### src/rtl/avalon_mailbox_fifo_pkg.sv
// Shared constants for the Avalon-MM mailbox FIFO: register map, STATUS/CONTROL
// bit layout, handshake state type and a STATUS word packer.
package avalon_mailbox_pkg;

    localparam int unsigned ADDR_W = 2;
    localparam int unsigned DATA_W = 32;

    // Word addresses
    localparam logic [ADDR_W-1:0] REG_DATA    = 2'd0;
    localparam logic [ADDR_W-1:0] REG_STATUS  = 2'd1;
    localparam logic [ADDR_W-1:0] REG_CTRL    = 2'd2;
    localparam logic [ADDR_W-1:0] REG_SCRATCH = 2'd3;

    // STATUS layout
    localparam int unsigned ST_COUNT_LSB = 0;
    localparam int unsigned ST_COUNT_W   = 16;
    localparam int unsigned ST_EMPTY     = 16;
    localparam int unsigned ST_FULL      = 17;
    localparam int unsigned ST_OVERFLOW  = 18;
    localparam int unsigned ST_UNDERFLOW = 19;
    localparam int unsigned ST_IRQ       = 20;

    // CONTROL layout
    localparam int unsigned CTRL_FLUSH   = 0;
    localparam int unsigned CTRL_CLEAR   = 1;
    localparam int unsigned CTRL_THR_LSB = 8;
    localparam int unsigned CTRL_THR_MSB = 15;
    localparam int unsigned THR_W        = CTRL_THR_MSB - CTRL_THR_LSB + 1;

    typedef enum logic {
        XFER_IDLE = 1'b0,
        XFER_ACK  = 1'b1
    } xfer_state_t;

    function automatic logic [DATA_W-1:0] pack_status(
        input logic [ST_COUNT_W-1:0] count,
        input logic                  empty,
        input logic                  full,
        input logic                  overflow,
        input logic                  underflow,
        input logic                  irq
    );
        logic [DATA_W-1:0] s;
        s                               = '0;
        s[ST_COUNT_LSB +: ST_COUNT_W]   = count;
        s[ST_EMPTY]                     = empty;
        s[ST_FULL]                      = full;
        s[ST_OVERFLOW]                  = overflow;
        s[ST_UNDERFLOW]                 = underflow;
        s[ST_IRQ]                       = irq;
        return s;
    endfunction

endpackage

### src/rtl/avalon_mailbox_fifo_if.sv
// Avalon-MM slave port bundle (2-bit word address, 32-bit data, waitrequest).
interface avalon_mailbox_fifo_if;
    import avalon_mailbox_pkg::*;

    logic [ADDR_W-1:0] avs_s0_address;
    logic              avs_s0_read;
    logic              avs_s0_write;
    logic [DATA_W-1:0] avs_s0_writedata;
    logic [DATA_W-1:0] avs_s0_readdata;
    logic              avs_s0_waitrequest;

    modport master (
        output avs_s0_address, avs_s0_read, avs_s0_write, avs_s0_writedata,
        input  avs_s0_readdata, avs_s0_waitrequest
    );

    modport slave (
        input  avs_s0_address, avs_s0_read, avs_s0_write, avs_s0_writedata,
        output avs_s0_readdata, avs_s0_waitrequest
    );

endinterface

### src/rtl/avalon_mailbox_fifo_sync_fifo.sv
// DEPTH x 32 show-ahead synchronous FIFO; push ignored when full, pop ignored
// when empty, flush returns to the empty state.
module sync_fifo
    import avalon_mailbox_pkg::*;
#(
    parameter int unsigned DEPTH = 16
) (
    input  logic                    clk,
    input  logic                    reset,
    input  logic                    push,
    input  logic                    pop,
    input  logic                    flush,
    input  logic [DATA_W-1:0]       din,
    output logic [DATA_W-1:0]       head_c,
    output logic                    full,
    output logic                    empty,
    output logic [$clog2(DEPTH):0]  count
);

    localparam int unsigned AW = $clog2(DEPTH);
    localparam int unsigned CW = AW + 1;

    logic [DATA_W-1:0] mem [DEPTH];
    logic [AW-1:0]     wr_ptr;
    logic [AW-1:0]     rd_ptr;
    logic [CW-1:0]     count_d;
    logic              do_push;
    logic              do_pop;

    assign do_push = push & ~full;
    assign do_pop  = pop & ~empty;
    assign head_c  = mem[rd_ptr];

    always_comb begin
        count_d = count;
        if (flush) begin
            count_d = '0;
        end else if (do_push && !do_pop) begin
            count_d = count + CW'(1);
        end else if (do_pop && !do_push) begin
            count_d = count - CW'(1);
        end
    end

    // Pointers wrap naturally because DEPTH is a power of two
    always_ff @(posedge clk) begin
        if (reset) begin
            wr_ptr <= '0;
            rd_ptr <= '0;
            count  <= '0;
            full   <= 1'b0;
            empty  <= 1'b1;
        end else begin
            if (flush) begin
                wr_ptr <= '0;
                rd_ptr <= '0;
            end else begin
                if (do_push) wr_ptr <= wr_ptr + AW'(1);
                if (do_pop)  rd_ptr <= rd_ptr + AW'(1);
            end
            count <= count_d;
            full  <= (count_d == CW'(DEPTH));
            empty <= (count_d == '0);
        end
    end

    always_ff @(posedge clk) begin
        if (do_push && !flush) mem[wr_ptr] <= din;
    end

endmodule

### src/rtl/avalon_mailbox_fifo.sv
// Avalon-MM mailbox peripheral: DATA/STATUS/CONTROL/SCRATCH registers over a
// 32-bit FIFO, fixed two-cycle transfers, threshold interrupt.
module avalon_mailbox_fifo
    import avalon_mailbox_pkg::*;
#(
    parameter int unsigned DEPTH = 16
) (
    input  logic                  clk,
    input  logic                  reset,
    avalon_mailbox_fifo_if.slave  avs,
    output logic                  irq
);

    localparam int unsigned CW = $clog2(DEPTH) + 1;

    xfer_state_t       state_q;
    xfer_state_t       state_d;
    logic              req;
    logic              start;
    logic              commit;
    logic              rd_op;
    logic              wr_op;
    logic [ADDR_W-1:0] addr;
    logic [DATA_W-1:0] wd;

    logic              fifo_push;
    logic              fifo_pop;
    logic              fifo_flush;
    logic              fifo_full;
    logic              fifo_empty;
    logic [CW-1:0]     fifo_count;
    logic [DATA_W-1:0] fifo_head_c;
    logic [15:0]       count16;

    logic              ctrl_wr;
    logic              scratch_wr;
    logic [THR_W-1:0]  thr_q;
    logic              overflow_q;
    logic              underflow_q;
    logic [DATA_W-1:0] scratch_q;
    logic [DATA_W-1:0] rd_mux_c;

    assign addr  = avs.avs_s0_address;
    assign wd    = avs.avs_s0_writedata;
    assign req   = avs.avs_s0_read | avs.avs_s0_write;
    // Read wins when both strobes are high
    assign rd_op = avs.avs_s0_read;
    assign wr_op = avs.avs_s0_write & ~avs.avs_s0_read;

    // Handshake: first cycle stalls and captures readdata, second cycle commits
    always_ff @(posedge clk) begin
        if (reset) state_q <= XFER_IDLE;
        else       state_q <= state_d;
    end

    always_comb begin
        state_d                = state_q;
        start                  = 1'b0;
        commit                 = 1'b0;
        avs.avs_s0_waitrequest = reset | req;
        case (state_q)
            XFER_IDLE: begin
                if (req) begin
                    start   = 1'b1;
                    state_d = XFER_ACK;
                end
            end
            XFER_ACK: begin
                avs.avs_s0_waitrequest = reset;
                commit                 = req;
                state_d                = XFER_IDLE;
            end
            default: state_d = XFER_IDLE;
        endcase
    end

    assign fifo_push  = commit & wr_op & (addr == REG_DATA);
    assign fifo_pop   = commit & rd_op & (addr == REG_DATA);
    assign ctrl_wr    = commit & wr_op & (addr == REG_CTRL);
    assign scratch_wr = commit & wr_op & (addr == REG_SCRATCH);
    assign fifo_flush = ctrl_wr & wd[CTRL_FLUSH];
    assign count16    = 16'(fifo_count);

    sync_fifo #(
        .DEPTH (DEPTH)
    ) u_fifo (
        .clk    (clk),
        .reset  (reset),
        .push   (fifo_push),
        .pop    (fifo_pop),
        .flush  (fifo_flush),
        .din    (wd),
        .head_c (fifo_head_c),
        .full   (fifo_full),
        .empty  (fifo_empty),
        .count  (fifo_count)
    );

    always_comb begin
        rd_mux_c = '0;
        case (addr)
            REG_DATA:    rd_mux_c = fifo_empty ? '0 : fifo_head_c;
            REG_STATUS:  rd_mux_c = pack_status(count16, fifo_empty, fifo_full,
                                                overflow_q, underflow_q, irq);
            REG_CTRL:    rd_mux_c[CTRL_THR_MSB:CTRL_THR_LSB] = thr_q;
            REG_SCRATCH: rd_mux_c = scratch_q;
            default:     rd_mux_c = '0;
        endcase
    end

    // Register file, sticky flags and interrupt
    always_ff @(posedge clk) begin
        if (reset) begin
            avs.avs_s0_readdata <= '0;
            overflow_q          <= 1'b0;
            underflow_q         <= 1'b0;
            thr_q               <= '0;
            scratch_q           <= '0;
            irq                 <= 1'b0;
        end else begin
            if (start && rd_op) avs.avs_s0_readdata <= rd_mux_c;
            if (fifo_push && fifo_full) overflow_q <= 1'b1;
            if (fifo_pop && fifo_empty) underflow_q <= 1'b1;
            if (ctrl_wr) begin
                thr_q <= wd[CTRL_THR_MSB:CTRL_THR_LSB];
                if (wd[CTRL_CLEAR]) begin
                    overflow_q  <= 1'b0;
                    underflow_q <= 1'b0;
                end
            end
            if (scratch_wr) scratch_q <= wd;
            irq <= (thr_q != '0) && (count16 >= 16'(thr_q));
        end
    end

endmodule

### src/flat_wrapper.sv
// flat-port wrapper written by rule: the top's interface ports become plain ports
module avalon_mailbox_fifo_flat import avalon_mailbox_pkg::*;
#(
    parameter int unsigned DEPTH = 16
)
  (clk, reset, irq, avs_avs_s0_address, avs_avs_s0_read, avs_avs_s0_write, avs_avs_s0_writedata, avs_avs_s0_readdata, avs_avs_s0_waitrequest);
  avalon_mailbox_fifo_if avs_i ();
  input  logic clk;
  input  logic reset;
  output logic irq;
  input wire logic [$bits(avs_i.avs_s0_address)-1:0] avs_avs_s0_address;
  input wire logic [$bits(avs_i.avs_s0_read)-1:0] avs_avs_s0_read;
  input wire logic [$bits(avs_i.avs_s0_write)-1:0] avs_avs_s0_write;
  input wire logic [$bits(avs_i.avs_s0_writedata)-1:0] avs_avs_s0_writedata;
  output wire logic [$bits(avs_i.avs_s0_readdata)-1:0] avs_avs_s0_readdata;
  output wire logic [$bits(avs_i.avs_s0_waitrequest)-1:0] avs_avs_s0_waitrequest;
  assign avs_i.avs_s0_address = avs_avs_s0_address;
  assign avs_i.avs_s0_read = avs_avs_s0_read;
  assign avs_i.avs_s0_write = avs_avs_s0_write;
  assign avs_i.avs_s0_writedata = avs_avs_s0_writedata;
  assign avs_avs_s0_readdata = avs_i.avs_s0_readdata;
  assign avs_avs_s0_waitrequest = avs_i.avs_s0_waitrequest;
  avalon_mailbox_fifo #(.DEPTH(DEPTH)) u_core (.clk(clk), .reset(reset), .avs(avs_i), .irq(irq));
endmodule
### config.mk
export PLATFORM = sky130hd
export DESIGN_NAME = avalon_mailbox_fifo_flat
export DESIGN_NICKNAME = d
export VERILOG_FILES = /design/src/rtl/avalon_mailbox_fifo_pkg.sv /design/src/rtl/avalon_mailbox_fifo_if.sv /design/src/rtl/avalon_mailbox_fifo_sync_fifo.sv /design/src/rtl/avalon_mailbox_fifo.sv /design/src/flat_wrapper.sv
export SDC_FILE = /design/constraint.sdc
export NUM_CORES = 1
export LEC_CHECK = 0
export ABC_AREA = 1
export BUFFER_PORTS_ARGS = -buffer_cell sky130_fd_sc_hd__buf_4
export CAP_MARGIN = 20
export CORE_MARGIN = 4
export CORE_UTILIZATION = 50
export DETAILED_ROUTE_END_ITERATION = 8
export PLACE_DENSITY = 0.66
export SYNTH_ARGS = -nofsm -noshare
export SYNTH_HDL_FRONTEND = slang
export SYNTH_HIERARCHICAL = 1
export SYNTH_SLANG_ARGS = --single-unit
### constraint.sdc
create_clock -name clk -period 6.8 [get_ports clk]
set_clock_uncertainty 0.05 [all_clocks]
set_input_delay 0.34 -clock clk [delete_from_list [all_inputs] [get_ports clk]]
set_output_delay 0.34 -clock clk [all_outputs]
set_load 0.01 [all_outputs]
Word level (Yosys, flattened, before mapping) --
Memory sizes are Yosys's and may differ from the RTL's. A register that Yosys moved wholly into a read port is not among the register bits. Cells that the tools add are included.
Cells by class: add/subtract/negate cells 4, magnitude comparators 1, equality and inequality tests 4, muxes and demuxes 22, bitwise logic cells 16, reduce and logical (&&, ||, !) cells 14
Operator list (number):
- $pmux 16 s3 | 1
- $mux 32 | 1
- $pmux 8 s4 | 1
- $pmux 8 s3 | 1
- $mux 5 | 3
- $mux 1 | 12
- $and 1x1->1 | 10
- $add 4x1->4 const B | 2
- $ge 5x8->1 | 1
- $mux 4 | 2
- $reduce_bool 8->1 | 1
- $logic_and 1x1->1 | 7
- $add 5x1->5 const B | 1
- $eq 5x5->1 const B | 1
- $logic_not 5->1 | 1
- $sub 5x1->5 const B | 1
- $eq 2x2->1 const B | 2
- $not 1->1 | 4
- $logic_not 1->1 | 3
- $eq 2x1->1 const B | 1
- $logic_not 2->1 | 1
- $or 1x1->1 | 2
- $pmux 1 s2 | 1
- $reduce_or 2->1 | 1
Storage, ports and cells: register bits 91, memory bits (writable) 512, bits of input ports 38, output and inout bits 34, word-level logic and storage cells 74, memories 1
Memories:
- u_core.u_fifo.mem | depth 16, width 32, read ports 1, clocked after Yosys merged registers in 1, wr ports 1, line avalon_mailbox_fifo_sync_fifo.sv:23 | logic [DATA_W-1:0] mem [DEPTH];

Longest topological paths before layout --
Gate-level depths: netlist (run 1).
depth in word-level cells 11, depth in mapped cells 14, gate-level depth less buffers 14

Modules after synthesis --
Netlist (run 1), hierarchy kept.
Modules (own cells, without submodules):
- sync_fifo | times used 1, cells each 1630, area an instance 20955.1 µm², seq. area each 15755.1 µm²
- avalon_mailbox_fifo | times used 1, cells each 444, area an instance 3303.2 µm², seq. area each 1521.5 µm²

Worst setup path before layout (run 1) --
OpenSTA, ideal clock, no wires.
kind input-to-reg, from in avs_avs_s0_address[1], to mem u_core.u_fifo.mem[11][0] (enable), library setup time 421 ps, arrival 2686 ps, data required time 6329 ps, path slack 3643 ps, stages 8, path buffers 1, cells stage by stage buf_6 nor2_4 inv_2 nor2_1 inv_1 nor2_1 nand2_1 nor2_1
RTL lines:
- start, declared | line flat_wrapper.sv:11 | input wire logic [$bits(avs_i.avs_s0_address)-1:0] avs_avs_s0_address;
- $logic_not 2->1 | line avalon_mailbox_fifo.sv:77 | assign fifo_push = commit & wr_op & (addr == REG_DATA);
- $and 1x1->1 | line avalon_mailbox_fifo.sv:77
- via u_core.fifo_push | line avalon_mailbox_fifo.sv:26 | logic fifo_push;
- $and 1x1->1 | line avalon_mailbox_fifo_sync_fifo.sv:30 | assign do_push = push & ~full;
- $logic_and 1x1->1 | line avalon_mailbox_fifo_sync_fifo.sv:68 | if (do_push && !flush) mem[wr_ptr] <= din;
- $mux 1 | line avalon_mailbox_fifo_sync_fifo.sv:68
- $mux 1 (not written as such) | line avalon_mailbox_fifo_sync_fifo.sv:68
- end, declared | line avalon_mailbox_fifo_sync_fifo.sv:23
The timed path passes the listed nets, and every way through them passes these cells.

==> results of run 1 <==
[where the power goes]
group | total (mW) | switching, mW | internal, mW
clock | 3.50 | 1.40 | 2.10
sequential | 4.05 | 0.0115 | 4.04
combinational | 0.196 | 0.135 | 0.0616
[layer usage]
metal / up-vias / GRT usage / part of all wire / wire length [µm]
met5: - / 0 / 0.00011 / 7
met1: 8177 / 0.326 / 0.41 / 26300
met4: 2 / 0.0777 / 0.031 / 1990
met3: 126 / 0.0425 / 0.083 / 5310
li1: 7562 / - / - / -
met2: 738 / 0.387 / 0.47 / 30000
[worst max-delay path: stages, from the launching register on]
cell and delay, ps:
dfxtp_4 520, inv_6 730, buf_4 920, nor2_1 110, nor2_1 120, o21ai_0 90, o211ai_1 130, o211ai_1 120
nand2_1 160, nand2_1 70, o22ai_1 140, nand2_1 60, a21oi_1 130
[kinds of logic after synthesis]
group / Yosys count / share of synthesized area
AOI/OAI and AO/OA: 562 / 0.131
xor gates and xnor gates: 2 / 0.000722
adders and majority gates: 12 / 0.00619
buffers and inverters: 189 / 0.0350
DFF: 607 / 0.712
and+or+nand+nor: 702 / 0.115
[registers in the layout, summed over array words and instances (netlist names), named ones only]
signal and cells:
u_core/u_fifo/full 1, u_core/irq 1, u_core/u_fifo/mem 512, u_core/u_fifo/rd_ptr 4, u_core/u_fifo/empty 1, u_core/underflow_q 1
u_core/state_q 1, u_core/u_fifo/count 5, u_core/scratch_q 32, u_core/thr_q 8, u_core/u_fifo/wr_ptr 4, u_core/overflow_q 1
u_core/avs.avs_s0_readdata 32
[cell type report]
| class | count | share of cell area |
|---|---|---|
| multi-input combinational | 1278 | 0.226 |
| clock buffer | 91 | 0.0648 |
| inverter | 57 | 0.00798 |
| clock inverter | 25 | 0.0123 |
| tap | 615 | 0.0277 |
| timing repair buffer | 129 | 0.0390 |
| sequential | 607 | 0.623 |
[stage by stage]
step / std cells / util / cell area, µm² / setup slack, ps
finish: 2802 / 0.580 / 27800 / 3230
floorplan: 2074 / - / 24300 / 3640
global placement: 2656 / 0.529 / 25300 / 3190
global route: 2802 / 0.580 / 27800 / 2890
CTS: 2800 / 0.579 / 27700 / 3280
detailed placement: 2656 / 0.529 / 25300 / 3190
[path summary, 6_finish.rpt]
check / to / slack, ps / cells after the start
worst max-delay path: u_core/avs.avs_s0_readdata[5] / 3230 / 12
worst min-delay path: u_core/u_fifo/mem[9][20] / 20 / 1
worst max register to register: u_core/avs.avs_s0_readdata[5] / 3230 / 12
worst min register to register: u_core/scratch_q[9] / 400 / 2
[cells in the final DEF, fill, tap and decap left out, types with 4 or more instances in the layout]
cell           instances
dfxtp_1               91
clkinv_2               9
inv_2                  4
a21oi_1               62
nand2_1              135
clkbuf_16             62
buf_4                 98
clkinv_1               5
nor2_1               458
nand3_1               77
edfxtp_1             512
inv_1                 48
dlygate4sd3_1         28
o22ai_1                6
bufinv_16              7
o21ai_1               31
nor3_1                 6
o21ai_0              323
nor2_4                21
clkbuf_8              14
clkbuf_1              15
o211ai_1             128
a22oi_1               11
ha_1                  12
==> summary.txt, run 1 <==
Clock network
  – H-tree depth: 2
  – Worst skew pair latency: 640 ps
  – CTS Sinks: 607
  – Clock Pin Slew Worst Setup and Hold Paths: 60 ps
  – Root Buffer: clkbuf_16
  – Post-CTS Setup Repair Bufs: 0
  – Cts bufs inserted: 61
  – Max Buffers Root-to-Sink: 3
  – CTS resizes: 0
  – Hold buffers post-CTS: 28
  – CTS tree: done

Drt
  – Post-DR vias/cell: 5.93
  – ANT nets after route: 0
  – DRT iter0 DRCs: 1770
  – Final wirelength: 63600 µm
  – First-pass DRT Iterations: 5
  – DRC viols: 0
  – Drt wl/cell: 22.7 µm
  – Vias: 16600

STA
  – Worst rel slew slack: 0.273
  – WHS: 19.8 ps
  – Min Tclk post-route: 3570 ps
  – Pins Over Slew Limit: 0
  – Worst slew pin tran: 1090 ps
  – Setup TNS: 0 ps
  – Number of hold violations in the final report: 0
  – Crit share post-route: 0.525
  – RSZ-0062 raised after global routing: false
  – F_max: 280 MHz
  – Final setup violation count: 0

Hold path
  – Hold Crit Class: in2reg
  – HP Start: avs_avs_s0_writedata[20]

Floorplan
  – Initial core utilization: 0.507
  – # rows: 80
  – Die Width: 228 µm
  – Die height: 228 µm
  – Die ar.: 52100 µm²
  – Total core area: 47800 µm²
  – I/O pins: 72

Worst setup path
  – CP Max Fanout: 114
  – CP required: 7320 ps
  – Worst Setup Start Kind: flop
  – Worst Setup End Kind: flop
  – CP Data Arrival Time: 4090 ps
  – CP Class: reg2reg

Synth
  – Count leader, synth: edfxtp_1
  – Post-synth EDFFs: 512
  – Top_reg_cell synth: edfxtp_1
  – Cells after Synth: 2074
  – Sequential cell area fraction in the yosys report: 0.712
  – Synth unique cells: 31
  – Synth warn: 6
  – Synth top cells by count: edfxtp_1, nor2_1, o21ai_0
  – Post-Syn Area: 24300 µm²
  – Synthesized Nets: 2124
  – Syn_area_per_cell: 11.7 µm²
  – Top cell type by total area after synthesis: edfxtp_1
  – Ys async rst share: 0
  – Area contributors post-synth: edfxtp_1, dfxtp_1, nor2_1, o21ai_0, o211ai_1
  – Yosys top cell area share: 0.634
  – FF+latch count, synth: 607

Placed design
  – DP Wirelength: 34000 µm
  – IO buf count: 71
  – Routability Congestion: 0.847

Power
  – Max VDD drop: 0.000230 V
  – Pleak: 9.13 nW
  – Total power: 7.75 mW
  – PwrDens: 279 nW/µm²

Layout
  – Filler cells: 3795
  – Layout cell share with drive strength beyond 1: 0.107
  – Area growth, synth to finish: 14.5%
  – Number of diodes: 0
  – Multi-input gate area: 6260 µm²
  – Storage element area: 17300 µm²
  – Nets: 2184

GRT
  – First-pass GRT wire length: 95900 µm
  – Grt ovf: 0
  – Vias in the first global route: 15900
  – Largest net degree at the start of global routing: 149
  – Total Routing Usage GR: 0.237
  – Initial antenna violation count: 1

Run
  – Max_cap viols: 0

Outcome
  – Status: complete, no violations
Note: power is estimated with default switching activity, not from simulation.
==> run 2: changes to the inputs <==
--- a/config.mk
+++ b/config.mk
@@ -5,13 +5,13 @@
 export SDC_FILE = /design/constraint.sdc
 export NUM_CORES = 1
 export LEC_CHECK = 0
-export ABC_AREA = 1
+export ABC_AREA = 0
 export BUFFER_PORTS_ARGS = -buffer_cell sky130_fd_sc_hd__buf_4
 export CAP_MARGIN = 20
 export CORE_MARGIN = 4
 export CORE_UTILIZATION = 50
 export DETAILED_ROUTE_END_ITERATION = 8
-export PLACE_DENSITY = 0.66
+export PLACE_DENSITY = 0.69
 export SYNTH_ARGS = -nofsm -noshare
 export SYNTH_HDL_FRONTEND = slang
 export SYNTH_HIERARCHICAL = 1
==> constraint.sdc (replaced) <==
create_clock -name clk -period 2.9 [get_ports clk]
set_clock_uncertainty 0.05 [all_clocks]
set_input_delay 0.145 -clock clk [delete_from_list [all_inputs] [get_ports clk]]
set_output_delay 0.145 -clock clk [all_outputs]
set_load 0.01 [all_outputs]
==> run 2 against run 1 <==
Global-route usage down 0.77 points. Cell count down 28%. Combinational power grew to 2.9 times the previous value. Hold slack better by 42 ps. Fmax up 38%. Clock power up 130%. Setup slack lost 2900 ps. Sequential share of layout area fell by 0.15 points.
==> summary.txt, run 2 <==
STA
  – Worst slew pin tran: 1060 ps (-25.2 ps)
  – WHS: 62.2 ps (+42.4 ps)
  – RSZ-0062 raised after global routing: false
  – Final setup violation count: 0 (unchanged)
  – Min Tclk post-route: 2580 ps (-991 ps)
  – Number of hold violations in the final report: 0 (unchanged)
  – F_max: 388 MHz (+38%)
  – Pins Over Slew Limit: 0 (unchanged)
  – Crit share post-route: 0.889 (+0.364)
  – Worst rel slew slack: 0.288 (+0.0145)

Synth
  – Synth top cells by count: edfxtp_1, mux4_2, dfxtp_1
  – Post-Syn Area: 23700 µm² (-2.1%)
  – Synthesized Nets: 1260 (-41%)
  – FF+latch count, synth: 607 (unchanged)
  – Post-synth EDFFs: 512 (unchanged)
  – Synth unique cells: 57 (+84%)
  – Yosys top cell area share: 0.648 (+0.0137)
  – Area contributors post-synth: edfxtp_1, mux4_2, dfxtp_1, nor2_1, a21oi_1
  – Count leader, synth: edfxtp_1
  – Ys async rst share: 0 (unchanged)
  – Syn_area_per_cell: 19.6 µm² (+68%)
  – Top cell type by total area after synthesis: edfxtp_1
  – Cells after Synth: 1210 (-42%)
  – Synth warn: 6 (unchanged)
  – Sequential cell area fraction in the yosys report: 0.728 (+0.0154)
  – Top_reg_cell synth: edfxtp_1

Hold path
  – HP Start: reset
  – Hold Crit Class: in2reg

Worst setup path
  – CP Max Fanout: 7 (-94%)
  – Worst Setup End Kind: flop
  – R2R setup slack: 320 ps (-2910 ps)
  – RR Startpoint: u_core/state_q
  – CP max-delay cell: nor4_1
  – Delay-heaviest family, CP: simple AND/OR/NAND/NOR gates
  – CP bufs+invs: 1 (-1)
  – Crit path top cell by count: nor3_1
  – Cells along the critical path: nand3b_1 -> nor3_1 -> nor2b_1 -> buf_4 -> nor3_1 -> a31oi_1 -> xor2_1 -> nor4_1
  – Worst Setup Start Kind: flop
  – Setup crit start: u_core/state_q
  – Crit path largest cell delay: 490 ps (-430 ps)
  – CP Data Arrival Time: 2980 ps (-1110 ps)
  – CP required: 3300 ps (-4020 ps)
  – CP Class: reg2reg

Layout
  – Largest regs: u_core/u_fifo/mem x512, u_core/avs.avs_s0_readdata x32, u_core/scratch_q x32
  – Number of flip-flops in the largest register: 512 (unchanged)
  – Nets: 1405 (-36%)
  – Layout cell share with drive strength beyond 1: 0.300 (+0.193)
  – Commonest cells after routing, fill and taps aside: edfxtp_1, mux4_2, buf_4
  – Non-Filler Instances: 2012 (-28%)
  – Core Util, Final: 0.595 (+0.0149)
  – Commonest non-fill, non-tap cell in the layout: edfxtp_1
  – Register bank with the most flops: u_core/u_fifo/mem
  – Area growth, synth to finish: 17.2%

Clock network
  – CTS Sinks: 607 (unchanged)
  – Root Buffer: clkbuf_16
  – Max Buffers Root-to-Sink: 3 (unchanged)
  – Cts bufs inserted: 57 (-6.6%)
  – CTS tree: done
  – Clock Pin Slew Worst Setup and Hold Paths: 60 ps (about the same)
  – H-tree depth: 2 (unchanged)
  – CTS resizes: 0 (unchanged)
  – Worst skew pair latency: 620 ps (-20 ps)

Drt
  – Drt wl/cell: 28.6 µm (+26%)
  – Post-DR vias/cell: 6.19 (+4.4%)
  – DRC viols: 0 (unchanged)
  – Vias: 12400 (-25%)
  – First-pass DRT Iterations: 5 (unchanged)
  – Final wirelength: 57500 µm (-9.6%)
  – ANT nets after route: 0 (unchanged)
  – DRT iter0 DRCs: 1410 (-20%)

Floorplan
  – I/O pins: 72 (unchanged)
  – Die ar.: 51000 µm² (-2.0%)
  – Initial core utilization: 0.508 (+0.000846)
  – Die Width: 226 µm (-1.0%)
  – # rows: 79 (-1.3%)
  – Total core area: 46800 µm² (-2.3%)
  – Die height: 226 µm (-1.0%)

Placed design
  – DP Wirelength: 32200 µm (-5.1%)
  – IO buf count: 71 (unchanged)
  – Routability Congestion: 0.801 (-5.5%)
  – Post-Place Cells: 1868 (-30%)

Outcome
  – Status: complete, no violations

Power
  – Max VDD drop: 0.000416 V (+81%)
  – PwrDens: 654 nW/µm² (+130%)
  – Pleak: 8.83 nW (-3.3%)

GRT
  – Largest net degree at the start of global routing: 66 (-56%)
  – Total Routing Usage GR: 0.229 (-0.00773)
  – Grt ovf: 0 (unchanged)
  – First-pass GRT wire length: 85400 µm (-11%)
  – Initial antenna violation count: 3 (+2)
  – Vias in the first global route: 12500 (-21%)

Run
  – Max_cap viols: 0 (unchanged)
-- run 2: changes by cell type after synthesis, moves of 26 or more --
cell,delta
o211ai_1,-128
mux4_2,+155
inv_1,-39
clkbuf_1,-42
nor2_1,-417
nand3_1,-41
o21ai_1,-31
a21oi_1,-26
o21ai_0,-291
nand2_1,-122
-- run 2: worst register-to-register path: stages (launching register included) --
cell and delay, ps:
dfxtp_1 420, nand3b_1 120, nor3_1 200, nor2b_1 350, buf_4 250, nor3_1 80
a31oi_1 300, xor2_1 150, nor4_1 500
-- run 2: path summary, 6_finish.rpt --
path                     endpoint  depth (start not counted)
min reg2reg  u_core/scratch_q[18]                          2
max            u_core/u_fifo/full                          8
max reg2reg    u_core/u_fifo/full                          8
min                u_core/state_q                          2
-- run 2: through the flow --
stage	setup slack [ps]	instance area, µm²	setup TNS, ps	power [mW]
after global placement	340	25400	0	10.2
after CTS	320	27800	0	18.3
after global routing	56.3	27800	0	18.7
after floorplan	-345	23800	-108440	9.94
final	323	27800	0	18.2
after detailed placement	320	25400	0	10.2
-- run 2: kinds of logic after synthesis --
logic type | count (synthesis) | share of synthesized area
DFF | 607 | 0.728
and+or+nand+nor | 191 | 0.0423
muxes | 177 | 0.161
AOI/OAI and AO/OA | 125 | 0.0375
buffers and inverters | 88 | 0.0212
adders and majority gates | 12 | 0.00632
xor gates and xnor gates | 10 | 0.00369
-- run 2: final cells by class --
type                       instances  area (µm²)
tap                              607         759
sequential                       607       17300
antenna                            2        5.00
timing repair buffer             164        1590
clock inverter                    26         432
clock buffer                      81        1630
fill                            3331       18900
multi-input combinational        515        6090
inverter                          10        37.5
-- run 2: repair_timing --
action                    4_1_cts  5_1_grt
hold endpoints to repair      555        0
setup buffers                   0        0
hold buffers                   35        0
-- run 2: power breakdown --
group	switching, mW	total, mW	internal [mW]
Sequential	0.0444	9.52	9.48
Combinational	0.355	0.563	0.207
Clock	3.16	8.12	4.97
-- run 2: per-layer routing --
layer / global-route usage / routed length, µm / vias to the layer above
met1: 0.325 / 23200 / 6547
met3: 0.0334 / 4140 / 82
met2: 0.378 / 28800 / 541
met5: 0 / 13 / -
li1: - / - / 5273
met4: 0.0650 / 1290 / 2
==> run 3: changes to the inputs <==
--- a/config.mk
+++ b/config.mk
@@ -9,9 +9,9 @@
 export BUFFER_PORTS_ARGS = -buffer_cell sky130_fd_sc_hd__buf_4
 export CAP_MARGIN = 20
 export CORE_MARGIN = 4
-export CORE_UTILIZATION = 50
+export CORE_UTILIZATION = 56
 export DETAILED_ROUTE_END_ITERATION = 8
-export PLACE_DENSITY = 0.69
+export PLACE_DENSITY = 0.76
 export SYNTH_ARGS = -nofsm -noshare
 export SYNTH_HDL_FRONTEND = slang
 export SYNTH_HIERARCHICAL = 1
==> run 3 against run 2 <==
Count of clock-buffer cells in the layout shrank 1. Final area is essentially flat. Combinational power grew 3.7%.
==> summary.txt, run 3 (synthesis gave the netlist of run 2 again) <==
Clock network
  – Post-CTS Setup Repair Bufs: 0 (unchanged)
  – Clock Pin Slew Worst Setup and Hold Paths: 60 ps (about the same)
  – Max Buffers Root-to-Sink: 3 (unchanged)
  – CTS resizes: 0 (unchanged)
  – Worst skew pair latency: 610 ps (about the same)
  – H-tree depth: 2 (unchanged)
  – Cts bufs inserted: 58 (+1.8%)
  – CTS Sinks: 607 (unchanged)
  – Root Buffer: clkbuf_16
  – CTS tree: done

Drt
  – DRT iter0 DRCs: 1643 (+17%)
  – Final wirelength: 57500 µm (about the same)
  – Vias: 12900 (+3.4%)
  – DRC viols: 0 (unchanged)
  – First-pass DRT Iterations: 6 (+1)
  – Drt wl/cell: 29.4 µm (+2.9%)
  – Post-DR vias/cell: 6.58 (+6.4%)
  – ANT nets after route: 0 (unchanged)

GRT
  – Vias in the first global route: 12800 (+2.6%)
  – Initial antenna violation count: 2 (-1)
  – First-pass GRT wire length: 85900 µm (+0.48%)
  – Largest net degree at the start of global routing: 73 (+11%)
  – Grt ovf: 0 (unchanged)
  – Total Routing Usage GR: 0.251 (+0.0219)

Worst setup path
  – Crit path top cell by count: buf_12
  – Crit path largest cell delay: 610 ps (+120 ps)
  – CP required: 3340 ps (+40 ps)
  – Delay-heaviest family, CP: multiplexers
  – Worst Setup Start Kind: flop
  – Worst Setup End Kind: flop
  – CP Max Fanout: 43 (+36)
  – CP max-delay cell: mux4_1
  – CP Class: reg2reg
  – CP Data Arrival Time: 3030 ps (+50 ps)
  – CP bufs+invs: 2 (+1)
  – Cells along the critical path: buf_12 -> buf_12 -> mux4_1 -> mux4_2 -> a22o_1 -> a221o_1

Placed design
  – IO buf count: 71 (unchanged)
  – Minimum setup slack after placement: 313 ps (-7.48 ps)
  – DP Wirelength: 32500 µm (+1.0%)
  – Routability Congestion: 0.802 (+0.15%)

STA
  – Setup TNS: 0 ps (unchanged)
  – Pins Over Slew Limit: 0 (unchanged)
  – RSZ-0062 raised after global routing: false
  – Number of hold violations in the final report: 0 (unchanged)
  – F_max: 385 MHz (-0.66%)
  – WHS: 26.4 ps (-35.8 ps)
  – Worst slew pin tran: 888 ps (-177 ps)
  – Setup ws final: 306 ps (-17.1 ps)
  – Worst rel slew slack: 0.406 (+0.118)
  – Crit share post-route: 0.895 (+0.00591)
  – Final setup violation count: 0 (unchanged)
  – Min Tclk post-route: 2590 ps (+17.1 ps)

Floorplan
  – Die height: 214 µm (-5.3%)
  – Die Width: 214 µm (-5.3%)
  – # rows: 75 (-5.1%)
  – Total core area: 41900 µm² (-10%)
  – Die ar.: 45800 µm² (-10%)
  – I/O pins: 72 (unchanged)
  – Initial core utilization: 0.566 (+0.0582)

Layout
  – Nets: 1415 (+0.71%)
  – Register bank with the most flops: u_core/u_fifo/mem
  – Layout cell share with drive strength beyond 1: 0.307 (+0.00686)
  – Core Util, Final: 0.663 (+0.0677)
  – Number of flip-flops in the largest register: 512 (unchanged)
  – Commonest non-fill, non-tap cell in the layout: edfxtp_1
  – Commonest cells after routing, fill and taps aside: edfxtp_1, mux4_2, buf_4
  – Largest regs: u_core/u_fifo/mem x512, u_core/avs.avs_s0_readdata x32, u_core/scratch_q x32
  – Area growth, synth to finish: 17.1% (about the same)

Power
  – Switching Power: 3.62 mW (+1.8%)
  – Net Sw Frac: 0.204 (+0.00888)
  – Internal Power: 14.1 mW (-3.7%)
  – Sequential power share: 0.537 (+0.014)
  – Max VDD drop: 0.000440 V (+5.8%)
  – PwrDens: 638 nW/µm² (-2.5%)
  – Total power: 17.7 mW (-2.6%)
  – Clock power frac: 0.430 (-0.016)
  – Pleak: 8.83 nW (about the same)
  – Combinational share of power: 0.033 (+0.002)

Run
  – Max_cap viols: 0 (unchanged)

Outcome
  – Status: complete, no violations

Hold path
  – Hold Crit Class: in2reg
  – HP Start: reset
run 3: layout make-up:
cell class | count | area, µm²
multi-input combinational | 515 | 6090
tap | 539 | 674
sequential | 607 | 17300
antenna | 1 | 2.50
clock buffer | 80 | 1650
timing repair buffer | 173 | 1780
clock inverter | 29 | 297
inverter | 10 | 37.5
fill | 2596 | 14100
run 3: power by group through the flow:
stage	Combinational, mW	Clock [mW]	Sequential (mW)
6_report	0.584	7.63	9.52
5_1_grt	0.623	8.13	9.52
4_1_cts	0.577	7.73	9.52
2_1_floorplan	0.234	0	9.71
3_3_place_gp	0.511	0	9.71
3_5_place_dp	0.531	0	9.71
run 3: worst paths after layout:
kind,cells after the start,endpoint,slack (ps)
worst max register to register,6,u_core/avs.avs_s0_readdata[18],310
worst min-delay path,2,u_core/scratch_q[9],30
worst min register to register,2,u_core/scratch_q[17],420
worst max-delay path,6,u_core/avs.avs_s0_readdata[18],310
run 3: what timing repair did:
item                       4_1_cts  5_1_grt
hold buffers                    36        0
setup endpoints to repair        0        0
hold endpoints to repair       555        0
run 3: through the flow:
stage	instances	instance area (µm²)
after global placement	1808	25500
final	1954	27800
after detailed placement	1808	25500
after global routing	1954	27800
after floorplan	1210	23800
after CTS	1953	27800
run 3: per-layer routing:
| metal | wire, µm | part of all wire | global-route usage | up-vias |
|---|---|---|---|---|
| li1 | - | - | - | 5287 |
| met1 | 22300 | 0.39 | 0.359 | 6708 |
| met2 | 28200 | 0.49 | 0.411 | 768 |
| met3 | 5810 | 0.10 | 0.0512 | 99 |
| met4 | 1160 | 0.020 | 0.0555 | 2 |
| met5 | 13 | 0.00023 | 0 | - |
run 3: worst reg2reg max path, cell delays in order, from the launching register on:
cell	delay (ps)
dfxtp_4	370
buf_12	120
buf_12	290
mux4_1	640
mux4_2	480
a22o_1	200
a221o_1	340
